<file path="src/rtl/multi_scoreboard.sv">
// Multi-player BCD scoreboard: per-player goal edge detection with a shared lockout
// window, saturating BCD scores and an IDLE/PLAY/OVER game FSM.
module multi_scoreboard #(
    parameter int NUM_PLAYERS = 2,
    parameter int DIGITS      = 2,
    parameter int WIN_SCORE   = 10,
    parameter int LOCKOUT     = 4
) (
    input  logic                            clk,
    input  logic                            rst,
    input  logic                            dis_score,
    input  logic                            start,
    input  logic [NUM_PLAYERS-1:0]          goal,
    output logic [NUM_PLAYERS*DIGITS*4-1:0] score,
    output logic                            game_over,
    output logic [2:0]                      winner,
    output logic                            busy
);

    localparam int SW = DIGITS * 4;
    localparam int LW = (LOCKOUT < 1) ? 1 : $clog2(LOCKOUT + 1);

    function automatic logic [SW-1:0] to_bcd(input int value);
        logic [SW-1:0] res;
        int            v;
        res = '0;
        v   = value;
        for (int d = 0; d < DIGITS; d++) begin
            res[d*4 +: 4] = 4'(v % 10);
            v             = v / 10;
        end
        return res;
    endfunction

    localparam logic [SW-1:0] WIN_BCD = to_bcd(WIN_SCORE);
    localparam logic [SW-1:0] MAX_BCD = to_bcd((10 ** DIGITS) - 1);

    // Ripple BCD increment; an all-nines score saturates instead of wrapping.
    function automatic logic [SW-1:0] bcd_inc(input logic [SW-1:0] v);
        logic [SW-1:0] res;
        logic          carry;
        res   = v;
        carry = 1'b1;
        if (v != MAX_BCD) begin
            for (int d = 0; d < DIGITS; d++) begin
                if (carry) begin
                    if (res[d*4 +: 4] == 4'd9) begin
                        res[d*4 +: 4] = 4'd0;
                    end else begin
                        res[d*4 +: 4] = res[d*4 +: 4] + 4'd1;
                        carry         = 1'b0;
                    end
                end
            end
        end
        return res;
    endfunction

    typedef enum logic [1:0] {IDLE, PLAY, OVER} state_t;

    state_t                        state_q, state_d;
    logic [NUM_PLAYERS*SW-1:0]     score_q, score_d;
    logic [NUM_PLAYERS-1:0]        goal_q;
    logic [LW-1:0]                 lock_q, lock_d;
    logic [2:0]                    winner_q, winner_d;
    logic                          over_q;
    logic                          busy_q;

    logic [NUM_PLAYERS-1:0]        edge_w;
    logic [SW-1:0]                 inc_score [NUM_PLAYERS];
    logic                          accept;
    logic                          found;

    genvar gi;
    generate
        for (gi = 0; gi < NUM_PLAYERS; gi++) begin : g_player
            assign edge_w[gi]    = goal[gi] & ~goal_q[gi];
            assign inc_score[gi] = bcd_inc(score_q[gi*SW +: SW]);
        end
    endgenerate

    assign accept = (state_q == PLAY) && (lock_q == '0) && (|edge_w);

    always_comb begin
        state_d  = state_q;
        score_d  = score_q;
        winner_d = winner_q;
        lock_d   = (lock_q != '0) ? lock_q - LW'(1) : lock_q;
        found    = 1'b0;
        if (!dis_score) begin
            state_d  = IDLE;
            score_d  = '0;
            winner_d = '0;
            lock_d   = '0;
        end else if (start) begin
            state_d  = PLAY;
            score_d  = '0;
            winner_d = '0;
            lock_d   = '0;
        end else if (accept) begin
            lock_d = LW'(LOCKOUT);
            for (int i = 0; i < NUM_PLAYERS; i++) begin
                if (edge_w[i]) begin
                    score_d[i*SW +: SW] = inc_score[i];
                end
            end
            // Ascending scan so the lowest index wins a tie.
            for (int i = 0; i < NUM_PLAYERS; i++) begin
                if (!found && score_d[i*SW +: SW] == WIN_BCD) begin
                    found    = 1'b1;
                    winner_d = 3'(i);
                end
            end
            if (found) begin
                state_d = OVER;
            end
        end
    end

    always_ff @(posedge clk or posedge rst) begin
        if (rst) begin
            state_q  <= IDLE;
            score_q  <= '0;
            goal_q   <= '0;
            lock_q   <= '0;
            winner_q <= '0;
            over_q   <= 1'b0;
            busy_q   <= 1'b0;
        end else begin
            state_q  <= state_d;
            score_q  <= score_d;
            goal_q   <= goal;
            lock_q   <= lock_d;
            winner_q <= winner_d;
            over_q   <= (state_d == OVER);
            busy_q   <= (lock_d != '0);
        end
    end

    assign score     = score_q;
    assign game_over = over_q;
    assign winner    = winner_q;
    assign busy      = busy_q;

endmodule

</file>
<file path="config.mk">
export PLATFORM = sky130hd
export DESIGN_NAME = multi_scoreboard
export DESIGN_NICKNAME = d
export VERILOG_FILES = /design/src/rtl/multi_scoreboard.sv
export SDC_FILE = /design/constraint.sdc
export NUM_CORES = 1
export LEC_CHECK = 0
export BUFFER_PORTS_ARGS = -buffer_cell sky130_fd_sc_hd__buf_4
export CORE_MARGIN = 1
export CORE_UTILIZATION = 49
export CTS_BUF_LIST = sky130_fd_sc_hd__clkbuf_2 sky130_fd_sc_hd__clkbuf_4 sky130_fd_sc_hd__clkbuf_8
export CTS_CLUSTER_DIAMETER = 150
export DETAILED_ROUTE_END_ITERATION = 10
export PLACE_DENSITY = 0.75
export SETUP_SLACK_MARGIN = 0.15
export SLEW_MARGIN = 15
export SYNTH_ARGS = -nofsm -noshare
export SYNTH_HDL_FRONTEND = slang
export SYNTH_SLANG_ARGS = --single-unit
export TNS_END_PERCENT = 30
</file>
<file path="constraint.sdc">
create_clock -name clk -period 4.5 [get_ports clk]
set_clock_uncertainty 0.1 [all_clocks]
set_input_delay 0.9 -clock clk [delete_from_list [all_inputs] [get_ports clk]]
set_output_delay 0.9 -clock clk [all_outputs]
set_load 0.02 [all_outputs]
</file>
==> results.ini, run 1 <==
[status]
status = complete, no violations

[timing]
maxSlewViolCount = 0
finalHoldViolations = 0
fmax_ghz = 0.378
fin_crit_sh_pct = 58.8
finalSetupViolations = 0
tightestPinTransition_ns = 0.982
slew_headroom_pct = 34.5
rsz0062_at_grt = no
post-route-min-period_ns = 2.64
tns_ns = 0

[clock_tree]
clock_latency_ns = 0.33
cts_root_buf = clkbuf_4
clk_pin_slew_worst_paths_ns = 0.15
clockBufferDepth = 2
cts_setup_buffers = 0
cts_hold_buf = 0
cts_tree = done
cts_buffers = 3
cts_max_level = 1
cts_resized = 0
cts_sinks = 26

[detailed_routing]
wl_um = 3250
via_per_inst = 5.55
routedWlPerCell_um = 13.4
drt-pass1-iter-count = 4
drc = 0
ant_nets = 0
vias = 1348
drtIter0Drc = 47

[pwr]
p_total_uw = 405
combPwrFrac_pct = 10.4
p_int_uw = 301
p_switching_uw = 104
p_per_area_mw_per_mm2 = 228
p_sw_share_pct = 25.6
clkPwrFrac_pct = 30.3
leakage_uw = 0.000774
seq_power_share_pct = 59.4
vdd_drop_max_mv = 0.142

[placed_design]
place_congestion = 0.808
port_buffers = 24
dp.cells = 239
dp_hpwl_um = 2340

[floorplanning]
core-area_mm2 = 0.00303
die_y_um = 58.3
die_x_um = 58.3
std_cell_rows = 20
pin_count = 27
die_area_mm2 = 0.00340
initial_utilization_pct = 51.3

[layout]
syn2layout_area_growth_pct = 14.4
layout-drive-gt1-share_pct = 16.1
nFillCells = 289
num_antenna_cells = 0
nNetsFinal = 209
fin_cells = 243

[grt]
antenna_found_initial = 0
grt_overflow_total = 0
grt_pass1_vias = 1193
grt_max_degree = 27
grt_pass1_wl_um = 5290
grt_usage_pct = 20.4

[synthesis]
synthArstFlopShare_pct = 100
syn_avg_cell_area_um2 = 8.68
synth_warnings = 0
syn-instance-count = 179
yosysSeqAreaShare_pct = 41.9
synth.distinct_cells = 45
yosysMostFrequentCell = nor2_1
yosysTopAreaCell = dfrtp_1
synth_edf_count = 0
synthTopCellsByArea = dfrtp_1 42%, nor2_1 6.8%, nand2_1 3.1%, a21oi_1 2.9%, nor2b_1 2.8%
yosysTopAreaCellShare_pct = 41.9
ys.flop_type = dfrtp_1
synth_top_cells_by_count = 28 x nor2_1, 26 x dfrtp_1, 13 x nand2_1, 9 x a21oi_1
syn_area_mm2 = 0.00155
synth-seq-cells = 26

[worst_setup_path]
cp-start-kind = flop
worstPathRequired_ns = 4.60
rrSetupSlack_ns = 1.86
critPathKind = flop to flop
end_kind = flop
cp_max_fo = 7
arrival_ns = 2.74

[hold_path]
hold_class = flop to flop

[run]
max_cap_viol_count = 0

[cells in the final DEF, fill, tap and decap left out, types with 4 or more instances in the layout]
master / Yosys / routed
xor2_1: 5 / 5
dfrtp_1: 26 / 26
nor4_1: 4 / 4
a21oi_1: 9 / 9
buf_4: 2 / 24
nor2b_1: 7 / 7
nand2_1: 13 / 13
xnor2_1: 4 / 4
inv_1: 8 / 8
nor3_1: 8 / 8
nor2_1: 28 / 28
nand3_1: 5 / 5
o21ai_0: 8 / 8
[logic make-up (layout without fill, tap and decap cells)]
family	Yosys count	in the layout	share of synthesized area (%)
simple gates	88	88	30.1
compound gates	32	32	13.1
flops	26	26	41.9
buf+inv	17	36	5.23
xor+xnor	9	9	5.07
fa+ha+maj	3	3	2.42
mux	3	3	1.93
other cells	1	2	0.241
[power by group through the flow]
stage          combinational [µW]  sequential, µW  clock (µW)
6_report                     41.9             241         123
5_1_grt                      46.5             241         129
4_1_cts                      42.0             241         124
3_5_place_dp                 42.0             245           0
3_3_place_gp                 40.5             245           0
2_1_floorplan                29.2             245           0
[routing by layer]
| layer | GRT usage [%] | up-vias | part of all wire [%] |
|---|---|---|---|
| met5 | 0 | - | 0 |
| met4 | 8.50 | 0 | 1.9 |
| met3 | 2.20 | 6 | 3.1 |
| met2 | 35.0 | 32 | 48 |
| met1 | 26.5 | 653 | 47 |
| li1 | - | 657 | - |
[registers in the layout, indices dropped and copies added (netlist names)]
signal and count:
lock_q 3, busy 1, state_q 2, winner 1, game_over 1, score 16
goal_q 2
[metrics by stage]
stage	setup slack, ns	hold slack (ns)	area [µm²]	util (%)
global route	1.72	0.478	1780	58.7
detailed placement	1.77	0.419	1740	57.5
finish	1.86	0.452	1780	58.7
CTS	1.90	0.451	1780	58.7
floorplan	2.12	0.389	1560	-
global placement	1.90	0.401	1740	57.5
[area by class of cell]
class | count | area [µm²] | area share, %
clock buffer | 4 | 36.3 | 2.04
inverter | 8 | 30.0 | 1.69
multi-input combinational | 137 | 826 | 46.4
sequential | 26 | 651 | 36.6
tap | 44 | 55.1 | 3.10
timing repair buffer | 24 | 180 | 10.1
[critical path, stage by stage (launching register included)]
cell and delay (ns):
dfrtp_1 0.45, inv_1 0.07, ha_1 0.16, ha_1 0.24, nand3b_1 0.27, a21oi_1 0.49
nand4_1 0.22, or2_2 0.31, o21ai_0 0.10, nor2_1 0.07
[worst paths after layout]
check	from	endpoint	depth (start not counted)
max in group asynchronous	rst	score[3]	2
max	lock_q[0]	score[4]	9
min reg2reg	state_q[1]	state_q[1]	1
min in group asynchronous	rst	goal_q[1]	2
min	state_q[1]	state_q[1]	1
max reg2reg	lock_q[0]	score[4]	9
Power figures use the tool's default switching activity.
==> inputs of run 2 (changes only) <==
clock period = 2.5 ns   (was 4.5 ns; I/O delays follow)
==> run 2 against run 1 <==
Register-to-register slack worse by 1.6 ns. Hold slack worse by 0.39 ns. Non-clock buffer count grew 9. Largest power group unchanged.
==> results.ini, run 2 (same netlist as run 1, synthesis figures left out) <==
[status]
status = complete, no violations

[floorplanning]
die_x_um = 58.3  ; unchanged
core-area_mm2 = 0.00303  ; unchanged
std_cell_rows = 20  ; unchanged
die_y_um = 58.3  ; unchanged
pin_count = 27  ; unchanged
initial_utilization_pct = 51.3  ; unchanged
die_area_mm2 = 0.00340  ; unchanged

[timing]
tns_ns = 0  ; unchanged
fin_crit_sh_pct = 88.7  ; +30 points
finalHoldViolations = 0  ; unchanged
fmax_ghz = 0.451  ; +19%
post-route-min-period_ns = 2.22  ; -0.426 ns
slew_headroom_pct = 50.9  ; +16 points
finalSetupViolations = 0  ; unchanged
maxSlewViolCount = 0  ; unchanged
tightestPinTransition_ns = 0.736  ; -0.246 ns
rsz0062_at_grt = no

[detailed_routing]
ant_nets = 0  ; unchanged
vias = 1379  ; +2.3%
drc = 0  ; unchanged
routedWlPerCell_um = 13.5  ; +0.85%
via_per_inst = 5.47  ; -1.4%
wl_um = 3400  ; +4.6%
drt-pass1-iter-count = 4  ; unchanged
drtIter0Drc = 53  ; +13%

[pwr]
p_switching_uw = 186  ; +79%
seq_power_share_pct = 58.5  ; -0.9 points
p_sw_share_pct = 25.1  ; -0.53 points
vdd_drop_max_mv = 0.214  ; +50%
leakage_uw = 0.000817  ; +5.6%
p_int_uw = 554  ; +84%
p_per_area_mw_per_mm2 = 398  ; +75%
clkPwrFrac_pct = 29.0  ; -1.3 points
combPwrFrac_pct = 12.5  ; +2.1 points

[grt]
grt_pass1_vias = 1292  ; +8.3%
grt_overflow_total = 0  ; unchanged
grt_max_degree = 19  ; -30%
antenna_found_initial = 0  ; unchanged
grt_pass1_wl_um = 5630  ; +6.4%
grt_usage_pct = 21.3  ; +0.85 points

[worst_setup_path]
worstPathRequired_ns = 2.67  ; -1.93 ns
cp_max_fo = 5  ; -2
r2r_cells = 10  ; +1
end_kind = flop
critPathKind = flop to flop
cp-start-kind = flop
arrival_ns = 2.38  ; -0.36 ns

[clock_tree]
cts_sinks = 26  ; unchanged
cts_root_buf = clkbuf_4
cts_hold_buf = 0  ; unchanged
cts_tree = done
clk_pin_slew_worst_paths_ns = 0.14  ; about the same
cts_buffers = 3  ; unchanged
clock_latency_ns = 0.32  ; about the same
clockBufferDepth = 2  ; unchanged
cts_max_level = 1  ; unchanged

[layout]
layout-drive-gt1-share_pct = 21.2  ; +5.1 points
final_common_cell = buf_4
largest_register_ffs = 16  ; unchanged
multiInputGateArea_um2 = 838  ; +1.5%
nFillCells = 268  ; -7.3%
nNetsFinal = 218  ; +4.3%
most-common-layout-cells = 33 x buf_4, 28 x nor2_1, 26 x dfrtp_1, 13 x nand2_1
fin_area_mm2 = 0.00186  ; +4.5%
num_antenna_cells = 0  ; unchanged
seqCellArea_um2 = 651  ; unchanged
syn2layout_area_growth_pct = 19.6

[placed_design]
place_congestion = 0.794  ; -1.8%
postPlaceCellArea_mm2 = 0.00177  ; +1.7%
dp_hpwl_um = 2390  ; +2.3%
port_buffers = 24  ; unchanged

[hold_path]
hold_class = input pin to async pin

[run]
max_cap_viol_count = 0  ; unchanged

run 2: power by group through the flow:
stage	clock [µW]	combinational, µW	sequential [µW]
detailed placement	0	79.3	441
global placement	0	77.5	440
floorplan	0	52.6	441
global route	236	103	434
finish	214	92.6	433
CTS	223	86.0	433
run 2: worst paths after layout:
path                       startpoint         to  slack (ns)
max in group asynchronous         rst   score[1]        1.69
hold / removal                    rst  score[11]        0.06
setup / recovery            lock_q[0]  game_over        0.28
min in group clk              goal[0]  goal_q[0]        0.19
hold reg to reg              score[0]   score[0]        0.45
setup reg to reg            lock_q[0]  game_over        0.28
run 2: layer usage:
| metal | global-route usage [%] | vias to the layer above | share of wire, % |
|---|---|---|---|
| met2 | 37.6 | 32 | 50 |
| met1 | 27.3 | 659 | 44 |
| li1 | - | 680 | - |
| met5 | 0 | - | 0 |
| met4 | 7.48 | 0 | 2.4 |
| met3 | 1.98 | 8 | 3.2 |
run 2: area by class of cell:
type	instances	share of cell area, %
inverter	8	1.62
sequential	26	35.0
timing repair buffer	33	13.3
clock buffer	4	1.95
tap	44	2.96
multi-input combinational	137	45.1
run 2: worst max-delay path, stage by stage (launching register included):
cell and delay, ns:
dfrtp_1 0.43, inv_1 0.06, ha_1 0.16, ha_2 0.23, nand3b_1 0.14, buf_4 0.18, a21oi_2 0.16, a21boi_1 0.18
o2111a_1 0.22, and2_4 0.16, o31a_1 0.14
run 2: repair_timing:
action | 4_1_cts | 5_1_grt
hold endpoints to repair | 0 | 0
setup buffers | 2 | 3
pin swaps | 1 | 2
resized for setup | 0 | 3
endpoints found under the setup margin | 1 | 7
run 2: through the flow:
stage               util [%]  power [µW]  setup slack, ns  instances  hold WS (ns)
floorplan                  -         494            0.343        180         0.389
detailed placement      58.5         520            0.236        243         0.433
CTS                     60.2         742            0.226        249        0.0651
global route            61.4         772            0.132        252        0.0903
finish                  61.4         740            0.282        252        0.0569
global placement        58.5         518            0.327        243         0.406
